`src/rtl/message_tx_arbiter.sv`:
```
// Round-robin arbiter sharing one serial message transmitter among NREQ requesters.
// Optional watchdog abort enabled by defining MSG_ARB_WATCHDOG_EN.
module message_tx_arbiter #(
  parameter int NREQ    = 4,
  parameter int MSG_W   = 5,
  parameter int TIMEOUT = 255,
  localparam int IW     = (NREQ > 1) ? $clog2(NREQ) : 1
) (
  input  logic                  clk,
  input  logic                  rst,
  input  logic [NREQ-1:0]       req,
  input  logic [NREQ*MSG_W-1:0] msg,
  output logic [NREQ-1:0]       gnt,
  output logic [NREQ-1:0]       done,
  output logic                  err,
  output logic                  busy,
  output logic [IW-1:0]         owner,
  output logic                  tx_send,
  output logic [MSG_W-1:0]      tx_message,
  input  logic                  tx_valid,
  output logic [2:0]            state_dbg
);

  // Transmitter handshake: tx_send is a one-cycle start strobe (LOAD); the
  // transmitter then holds tx_valid high while serializing, and its falling
  // edge ends the owner's transfer. No ready/backpressure on tx_send.
  typedef enum logic [2:0] {
    S_IDLE  = 3'd0,
    S_LOAD  = 3'd1,
    S_START = 3'd2,
    S_BUSY  = 3'd3,
    S_FIN   = 3'd4
  } state_t;

  state_t            state, state_nxt;
  logic [IW-1:0]     last;
  logic [IW-1:0]     owner_q;
  logic [MSG_W-1:0]  msg_q;
  logic [IW-1:0]     winner;
  logic              found;
  logic [MSG_W-1:0]  msg_sel;
  logic              wd_fire;

  // Search starts one past the previous winner and wraps.
  always_comb begin
    logic [IW-1:0] cand;
    winner = '0;
    found  = 1'b0;
    cand   = '0;
    for (int k = 1; k <= NREQ; k++) begin
      cand = IW'((int'(last) + k) % NREQ);
      if (!found && req[cand]) begin
        winner = cand;
        found  = 1'b1;
      end
    end
  end

  always_comb begin
    msg_sel = '0;
    for (int i = 0; i < NREQ; i++) begin
      if (IW'(i) == winner) msg_sel = msg[i*MSG_W +: MSG_W];
    end
  end

`ifdef MSG_ARB_WATCHDOG_EN
  localparam int CW = ($clog2(TIMEOUT + 1) > 8) ? $clog2(TIMEOUT + 1) : 8;
  logic [CW-1:0] wd_cnt;
  logic          err_q;

  always_ff @(posedge clk or posedge rst) begin
    if (rst) begin
      wd_cnt <= '0;
      err_q  <= 1'b0;
    end else begin
      err_q <= wd_fire;
      if (state == S_IDLE && found) wd_cnt <= '0;
      else if (state == S_START || state == S_BUSY) wd_cnt <= wd_cnt + 1'b1;
    end
  end

  // Compare two short of TIMEOUT so FIN lands exactly TIMEOUT cycles after LOAD.
  assign wd_fire = (state == S_START || state == S_BUSY) && (wd_cnt == CW'(TIMEOUT - 2));
  assign err     = err_q && (state == S_FIN);
`else
  assign wd_fire = 1'b0;
  assign err     = 1'b0;
`endif

  always_comb begin
    state_nxt = state;
    case (state)
      S_IDLE:  if (found) state_nxt = S_LOAD;
      S_LOAD:  state_nxt = S_START;
      S_START: if (wd_fire) state_nxt = S_FIN;
               else if (tx_valid) state_nxt = S_BUSY;
      S_BUSY:  if (wd_fire || !tx_valid) state_nxt = S_FIN;
      S_FIN:   state_nxt = S_IDLE;
      default: state_nxt = S_IDLE;
    endcase
  end

  always_ff @(posedge clk or posedge rst) begin
    if (rst) begin
      state   <= S_IDLE;
      last    <= IW'(NREQ - 1);
      owner_q <= '0;
      msg_q   <= '0;
    end else begin
      state <= state_nxt;
      if (state == S_IDLE && found) begin
        owner_q <= winner;
        last    <= winner;
        msg_q   <= msg_sel;
      end
    end
  end

  always_comb begin
    gnt  = '0;
    done = '0;
    if (state == S_LOAD) gnt[owner_q]  = 1'b1;
    if (state == S_FIN)  done[owner_q] = 1'b1;
  end

  assign busy       = (state != S_IDLE);
  assign tx_send    = (state == S_LOAD);
  assign owner      = owner_q;
  assign tx_message = msg_q;
  assign state_dbg  = state;

endmodule
```
`config.mk`:
```
export PLATFORM = sky130hd
export DESIGN_NAME = message_tx_arbiter
export DESIGN_NICKNAME = d
export VERILOG_FILES = /design/src/rtl/message_tx_arbiter.sv
export SDC_FILE = /design/constraint.sdc
export NUM_CORES = 1
export LEC_CHECK = 0
export ABC_AREA = 0
export CAP_MARGIN = 20
export CORE_MARGIN = 4
export CORE_UTILIZATION = 41
export DETAILED_ROUTE_END_ITERATION = 8
export HOLD_SLACK_MARGIN = 0.03
export PLACE_DENSITY = 0.92
export SLEW_MARGIN = 20
export SYNTH_ARGS = -nofsm -noshare
export SYNTH_HDL_FRONTEND = slang
export SYNTH_SLANG_ARGS = --single-unit
```
`constraint.sdc`:
```
create_clock -name clk -period 3.4 [get_ports clk]
set_clock_uncertainty 0.05 [all_clocks]
set_input_delay 0.51 -clock clk [delete_from_list [all_inputs] [get_ports clk]]
set_output_delay 0.51 -clock clk [all_outputs]
set_load 0.02 [all_outputs]
```
==> results.json, run 1 <==
{
  "post-route-min-period_ps": 2700,
  "grt_pass1_wl_mm": 4.22,
  "synth_largest_area_cell": "dfrtp_1",
  "syn_nets": 128,
  "synth_top_area_share_pct": 28.0,
  "cts_buffers": 3,
  "syn2layout_area_growth_pct": 55.3,
  "p_int_mw": 0.588,
  "synthFlopType": "dfrtp_1",
  "path_max_fanout": 7,
  "post_cts_buffers": 0,
  "synthesis.area_um2": 893,
  "synth_seq_cells": 12,
  "postSynthAreaPerCell_um2": 8.85,
  "start_util_pct": 44.2,
  "place.gp.congestion": 0.780,
  "yosys-top-cells-area": "dfrtp_1, nand2_1, dfstp_2",
  "drt_iter0_markers": 28,
  "cp.arrival_ps": 2140,
  "layout-drive-gt1-share_pct": 11.5,
  "fp.dieArea_um2": 2990,
  "crit_type": "flip-flop to output port",
  "synth_cell_types": 37,
  "worstSetupStartpoint": "state_dbg[2]",
  "power.switching_mw": 0.467,
  "drcViolationCount": 0,
  "rsz0062_at_grt": "no",
  "hpwl_mm": 2.08,
  "hold_viol_final": 0,
  "dr.pass1.iters": 4,
  "first_global_vias": 956,
  "grt_max_degree": 13,
  "setup_viol_count_final": 0,
  "grt_antenna_before_repair": 0,
  "root_buffer": "clkbuf_4",
  "cts_resized": 0,
  "fmax_mhz": 371,
  "leakage_nw": 0.569,
  "num_antenna_cells": 0,
  "port_buffers": 46,
  "wirelength_mm": 2.67,
  "swShare_pct": 44.2,
  "clk_latency_ps": 280,
  "holdBufCountCts": 0,
  "io_pins": 48,
  "nets": 176,
  "fin_cells": 175,
  "synth_edf_count": 0,
  "die-width_um": 54.7,
  "clock-sinks": 12,
  "seqPwrFrac_pct": 29.2,
  "tns_ps": 0,
  "syn_inst": 101,
  "hold_class": "input pin to async pin",
  "p_per_area_nw_per_um2": 760,
  "fill_cells": 171,
  "final_util_pct": 68.6,
  "max-clock-path-buffers": 2,
  "htree_levels": 1,
  "power_mw": 1.05,
  "ys_seq_area_share_pct": 33.9,
  "yosysWarningCount": 0,
  "pwr-share-clk_pct": 8.9,
  "die_y_um": 54.7,
  "path_clk_slew_ps": 80,
  "async_flop_share_pct": 100,
  "vias_per_cell": 5.38,
  "p_comb_share_pct": 62.0,
  "maxCapViolCount": 0,
  "wl_per_cell_um": 15.3,
  "vdd_drop_max_mv": 0.573,
  "final.period_utilization_pct": 79.4,
  "critPathRequiredTime_ps": 2840,
  "status": "complete, no violations",
  "setup.worst_path.end_class": "output port",
  "place_inst": 171,
  "maxSlewViolCount": 0,
  "row_count": 16,
  "core_area_um2": 2020,
  "grt-ovfl-total": 0,
  "startpoint_type": "flip-flop",
  "r2r-start": "last[1]",
  "grtUsageTotal_pct": 19.5,
  "cts_tree": "done",
  "antenna_left": 0,
  "vias": 942
}
-- Yosys cell counts, drive strengths merged, types with 2 or more instances --
| cell type | instances |
|---|---|
| o2bb2ai | 6 |
| a2bb2oi | 2 |
| nand2 | 16 |
| a21boi | 2 |
| a211o | 5 |
| o21a | 2 |
| nor2 | 11 |
| dfstp | 2 |
| dfrtp | 10 |
| o21ai | 6 |
| buf | 3 |
| inv | 3 |
| nor3 | 3 |
| nand3 | 5 |
| a21oi | 6 |
| nand2b | 5 |
-- power groups by stage --
stage                     Combinational (mW)  Sequential (mW)  Clock, mW
after global routing                   0.705            0.320      0.106
after CTS                              0.657            0.305     0.0941
after global placement                 0.641            0.301          0
after floorplan                        0.378            0.342          0
after detailed placement               0.652            0.307          0
final                                  0.654            0.308     0.0934
-- cell families (layout without fill, tap and decap cells) --
group	after synthesis	in the layout	synth area share, %
AND/OR/NAND/NOR	46	46	27.2
multiplexers	1	1	1.12
other	1	1	0.420
AO/OA/AOI/OAI	35	35	33.2
flip-flops	12	12	33.9
buffers and inverters	6	53	4.20
-- stage by stage --
step                hold WS (ps)  cell area, µm²  setup slack [ps]
finish                       486            1390               702
global route                 519            1390               622
CTS                          503            1390               716
detailed placement           500            1360              1030
global placement             480            1360              1090
floorplan                    323             893              1340
-- area by class of cell --
class                           count  area, µm²  area share [%]
Tap cell                           27       33.8            2.43
Clock buffer                        4       26.3            1.89
Inverter                            3       11.3           0.812
Sequential cell                    12        303            21.8
Multi-Input combinational cell     83        553            39.9
Timing Repair Buffer               46        460            33.2
-- flip-flops by register name, indices dropped and copies added (netlist names) --
name	count
last	2
tx_message	5
state_dbg	3
owner	2
-- final timing paths --
path | to | slack, ps | cells past startpoint
min reg2reg | last[1] | 510 | 2
min in group clk | last[1] | 510 | 2
min | state_dbg[2] | 490 | 2
max reg2reg | tx_message[3] | 1540 | 5
max | gnt[0] | 700 | 3
max in group asynchronous | last[0] | 2460 | 2
-- worst max-delay path, stage by stage, from the launching register on --
cell and delay [ps]:
dfrtp_1 450, or3b_2 550, nor3_1 220, clkdlybuf4s50_1 650
-- metal layers --
| metal | up-vias | wire length (µm) | track usage, % |
|---|---|---|---|
| met5 | - | 0 | 0 |
| met4 | 0 | 19 | 3.73 |
| met3 | 3 | 188 | 3.81 |
| met2 | 32 | 1290 | 32.9 |
| met1 | 443 | 1170 | 25.6 |
| li1 | 464 | - | - |
-- placed cells by master, fill, tap and decap left out, drive strengths merged, types with 2 or more instances in the layout --
| cell type | count |
|---|---|
| o2bb2ai | 6 |
| clkbuf | 4 |
| inv | 3 |
| dfrtp | 10 |
| o21a | 2 |
| a211o | 5 |
| a2bb2oi | 2 |
| nand2b | 5 |
| nor2 | 11 |
| clkdlybuf4s50 | 46 |
| a21oi | 6 |
| dfstp | 2 |
| o21ai | 6 |
| nand3 | 5 |
| nor3 | 3 |
| nand2 | 16 |
| a21boi | 2 |
No activity file was read; power rests on OpenSTA's default activity.
==> inputs of run 2 (changes only) <==
- CORE_UTILIZATION: 41 -> 38
- PLACE_DENSITY: 0.92 -> 0.86
- clock period: 3.4 -> 2.8 ns (I/O delays scaled with it)
==> run 2 against run 1 <==
Critical endpoint unchanged. Register-to-register slack worse by 620 ps. Final cell count rose by 0.57%. Combinational power up 22%. First-iteration DRC count rose by 3.6%. Critical path depth did not move. Power grew 24%. Non-clock buffer count stayed put. Flip-flop and latch count did not move.
==> results.json, run 2 (synthesis results as in run 1) <==
{
  "place.gp.congestion": 0.785,
  "dp_slack_ps": 528,
  "syn2layout_area_growth_pct": 56.6,
  "grt_max_degree": 13,
  "final_cell_mix": "clkdlybuf4s50_1, nand2_1, nor2_1, dfrtp_1, o21ai_0",
  "crit_family": "simple AND/OR/NAND/NOR gates",
  "place_inst": 172,
  "fin_cells": 176,
  "holdBufCountCts": 0,
  "post-route-min-period_ps": 2540,
  "root_buffer": "clkbuf_4",
  "grtUsageTotal_pct": 16.7,
  "status": "complete, no violations",
  "rsz0062_at_grt": "no",
  "tns_ps": 0,
  "io_pins": 48,
  "die-width_um": 56.5,
  "dr.pass1.iters": 4,
  "layout-drive-gt1-share_pct": 12.2,
  "clk_latency_ps": 280,
  "final_common_cell": "clkdlybuf4s50_1",
  "port_buffers": 46,
  "path_max_fanout": 7,
  "pwr-share-clk_pct": 10.8,
  "hpwl_mm": 2.11,
  "p_comb_share_pct": 60.8,
  "fmax_mhz": 394,
  "fp.dieArea_um2": 3190,
  "critPathRequiredTime_ps": 2330,
  "seqPwrFrac_pct": 28.4,
  "grt-ovfl-total": 0,
  "row_count": 17,
  "largest_reg_flops": 5,
  "die_y_um": 56.5,
  "leakage_nw": 0.575,
  "core_area_um2": 2230,
  "maxSlewViolCount": 0,
  "fill_cells": 192,
  "crit_path_top_delay_cell": "clkdlybuf4s50_1",
  "seqCellArea_um2": 303,
  "vias": 961,
  "multi_input_area_um2": 553,
  "htree_levels": 1,
  "max-clock-path-buffers": 2,
  "clock-sinks": 12,
  "first_global_vias": 963,
  "place_area_um2": 1360,
  "hold_viol_final": 0,
  "num_antenna_cells": 0,
  "start_util_pct": 40.0,
  "swShare_pct": 43.7,
  "hold-worst-slack_ps": 392,
  "setup_viol_count_final": 0,
  "cpPeakStageDelay_ps": 640,
  "layout_setup_ws_ps": 261,
  "final.period_utilization_pct": 90.7,
  "wirelength_mm": 2.66,
  "maxCapViolCount": 0,
  "power_mw": 1.31,
  "worstPathCellList": "or3b_2 > nor3_1 > clkdlybuf4s50_1",
  "setup.worst_path.end_class": "output port",
  "path_clk_slew_ps": 80,
  "cp.arrival_ps": 2070,
  "nets": 176,
  "grt_antenna_before_repair": 0,
  "startpoint_type": "flip-flop",
  "grt_pass1_wl_mm": 4.37,
  "cts_buffers": 3,
  "hold_class": "input pin to async pin",
  "drt_iter0_markers": 29,
  "vias_per_cell": 5.46,
  "vdd_drop_max_mv": 0.852,
  "post_cts_buffers": 0,
  "crit_type": "flip-flop to output port",
  "antenna_left": 0,
  "power.switching_mw": 0.574,
  "worst-path-buf-inv": 1,
  "p_per_area_nw_per_um2": 938,
  "wl_per_cell_um": 15.1,
  "cts_tree": "done",
  "fin_area_um2": 1400,
  "final_util_pct": 62.6,
  "p_int_mw": 0.738,
  "cts_resized": 0,
  "drcViolationCount": 0
}
==> run 2: cell counts in the layout (fill, tap and decap cells not counted) <==
Identical to the previous run, type by type.
==> run 2: cell type report <==
class	instances	share of cell area [%]
flip-flops and latches	12	21.6
clock buffers	4	2.59
repair buffers	46	32.9
well taps	28	2.50
inverters	3	0.805
multi-input cells	83	39.5
==> run 2: power groups by stage <==
stage	clock network [mW]	registers [mW]	logic, mW
3_5_place_dp	0	0.373	0.793
2_1_floorplan	0	0.415	0.459
4_1_cts	0.141	0.372	0.800
3_3_place_gp	0	0.367	0.778
5_1_grt	0.147	0.392	0.857
6_report	0.141	0.373	0.797
==> run 2: worst reg2reg max path, cell delays in order (launching register included) <==
cell and delay (ps):
dfstp_2 650, mux2i_1 210, o22a_1 220, o21ai_0 130
and3_4 220, a211o_1 290
==> run 2: routing by layer <==
metal | track usage, % | vias to the layer above | part of all wire (%)
li1 | - | 461 | -
met1 | 21.3 | 454 | 42
met2 | 27.4 | 42 | 48
met3 | 4.83 | 4 | 8.8
met4 | 4.07 | 0 | 1.1
met5 | 0 | - | 0
==> run 2: worst paths after layout <==
| check | start | endpoint | slack, ps | cells past startpoint |
|---|---|---|---|---|
| max in group asynchronous | rst | last[0] | 1970 | 2 |
| worst min register to register | last[1] | last[1] | 500 | 2 |
| worst min-delay path | rst | state_dbg[0] | 390 | 2 |
| worst max register to register | last[1] | tx_message[3] | 920 | 5 |
| worst max-delay path | state_dbg[2] | gnt[0] | 260 | 3 |
| min in group clk | last[1] | last[1] | 500 | 2 |
==> RTL change, RTL diff (settings of run 2) <==
The parameter `NREQ` goes from 4 to 2.
--- a/src/rtl/message_tx_arbiter.sv
+++ b/src/rtl/message_tx_arbiter.sv
@@ -2,5 +2,5 @@
 // Optional watchdog abort enabled by defining MSG_ARB_WATCHDOG_EN.
 module message_tx_arbiter #(
-  parameter int NREQ    = 4,
+  parameter int NREQ    = 2,
   parameter int MSG_W   = 5,
   parameter int TIMEOUT = 255,
Ports: changed (5 resized); port bits go from 48 to 31. The function was not compared with the original's and may differ.
==> RTL change against run 2 <==
- largest cell class is now buffers
- sequential cell count fell by 2
- design area fell by 40%
- wire length fell by 43%
- total power fell by 29%
- cell count fell by 48%
- area after synthesis fell by 44%
- sequential share of layout area rose by 8.3 points
- first-iteration DRC count fell by 76%
- synthesized cell count fell by 54%
- setup slack improved by 140 ps
==> RTL change: results (changes against run 2) <==
Routing
  – DR DRC count: 0 (unchanged)
  – Via count: 478 (-50%)
  – Detailed-route wire length: 1506 µm (-43%)
  – DR iter-0 viols: 7 (-76%)

Placement
  – DPL Wire Length: 1073 µm (-49%)
  – Placement Setup Slack: 710.3 ps (+182.1 ps)
  – Dpl cell area: 804.5 µm² (-41%)
  – Placed Cells: 88 (-49%)
  – Global placer's final weighted congestion: 0.7811 (-0.52%)
  – Port buffer count: 29 (-37%)

Setup path
  – Setup slack, reg-to-reg: 1340 ps (+420 ps)
  – Reg2reg start: state_dbg[1]
  – Reg2reg end: tx_message[1]
  – CP arrival: 1930 ps (-140 ps)
  – Worst Setup SP: state_dbg[2]
  – Worst r2r path cells: 3 (-2)
  – CP max FO: 8 (+1)

Yosys
  – Synth warnings: 0 (unchanged)
  – Fraction of registers with async set/reset: 100.0% (unchanged)
  – Synth area leaders: dfrtp_1, o221a_2, o21bai_1
  – Number of synthesized flops with an enable pin: 0 (unchanged)
  – Distinct cell type count after synthesis: 24 (-35%)
  – Register area share after synthesis: 49.88% (+16 points)
  – Syn Nets: 61 (-52%)
  – Commonest cells in the netlist: dfrtp_1, o21bai_1, o221a_2
  – Mapped Cells: 46 (-54%)

Run
  – Max-Cap Viols: 0 (unchanged)

Clock tree
  – Post-CTS Setup Bufs: 0 (unchanged)
  – H-tree depth: 1 (unchanged)
  – Worst-skew pair later-pin latency: 280 ps (about the same)
  – Worst-path clk slew: 70 ps
  – Clk buf depth: 2 (unchanged)
  – Clock root cell: clkbuf_4
  – CTS buffer count: 3 (unchanged)
  – # resized after CTS: 0 (unchanged)

Pwr
  – VDD IR max: 0.6226 mV (-27%)
  – P_leak: 0.3384 nW (-41%)

Finish
  – Nets@finish: 94 (-47%)
  – Filler cell count: 85 (-56%)
  – ANT cells: 0 (unchanged)
  – Share of cells above drive strength 1: 16.67% (+4.5 points)
  – Final instance area: 840.8 µm² (-40%)
  – Final Non-Filler Cells: 92 (-48%)

Timing
  – Tmin final: 2397 ps (-142.0 ps)
  – Hold_ws: 350.7 ps (-41.69 ps)

Global routing
  – Vias in the first global route: 516 (-46%)
  – GRT Util Overall: 18.02% (+1.4 points)
  – Largest net degree at the start of global routing: 11 (-2)
  – First-pass GRT wire length: 2539 µm (-42%)

Outcome
  – Status: finished, final reports clean

Min path
  – Worst hold-check path type: primary input to async pin
RTL change: report_power, final:
part / leakage (nW) / internal, mW / switching (mW)
Combinational: 0.205 / 0.269 / 0.235
Sequential: 0.113 / 0.217 / 0.0742
Clock: 0.0210 / 0.0792 / 0.0566
RTL change: cell families (layout without fill, tap and decap cells):
kind of cell,count (synthesis),count (layout),share of synthesized area (%)
compound gates,14,14,23.82
flops,10,10,49.88
other cells,1,1,0.7437
simple gates,18,18,22.58
buf+inv,3,35,2.979
RTL change: metal layers:
layer,GRT usage [%],vias to the layer above,wire length [µm]
met5,0,-,0
met1,22.64,223,609
li1,-,231,-
met2,26.45,20,747
met4,5.422,0,23
met3,9.756,4,127
RTL change: cell type report:
type | instances | share of cell area (%)
tap | 14 | 2.083
clock buffer | 4 | 4.315
inverter | 2 | 0.8929
multi-input combinational | 33 | 28.27
sequential | 10 | 29.91
timing repair buffer | 29 | 34.52
RTL change: how the worst max path moves through the flow:
stage,endpoint,depth (start not counted)
2_1_floorplan,gnt[0],2
3_3_place_gp,gnt[0],3
3_5_place_dp,gnt[1],3
4_1_cts,gnt[0],3
5_1_grt,gnt[0],3
6_report,gnt[0],3
RTL change: critical path: stages (launching register included):
cell	delay, ps
dfrtp_1	480
nor3b_1	330
nor2b_1	200
clkdlybuf4s50_1	640
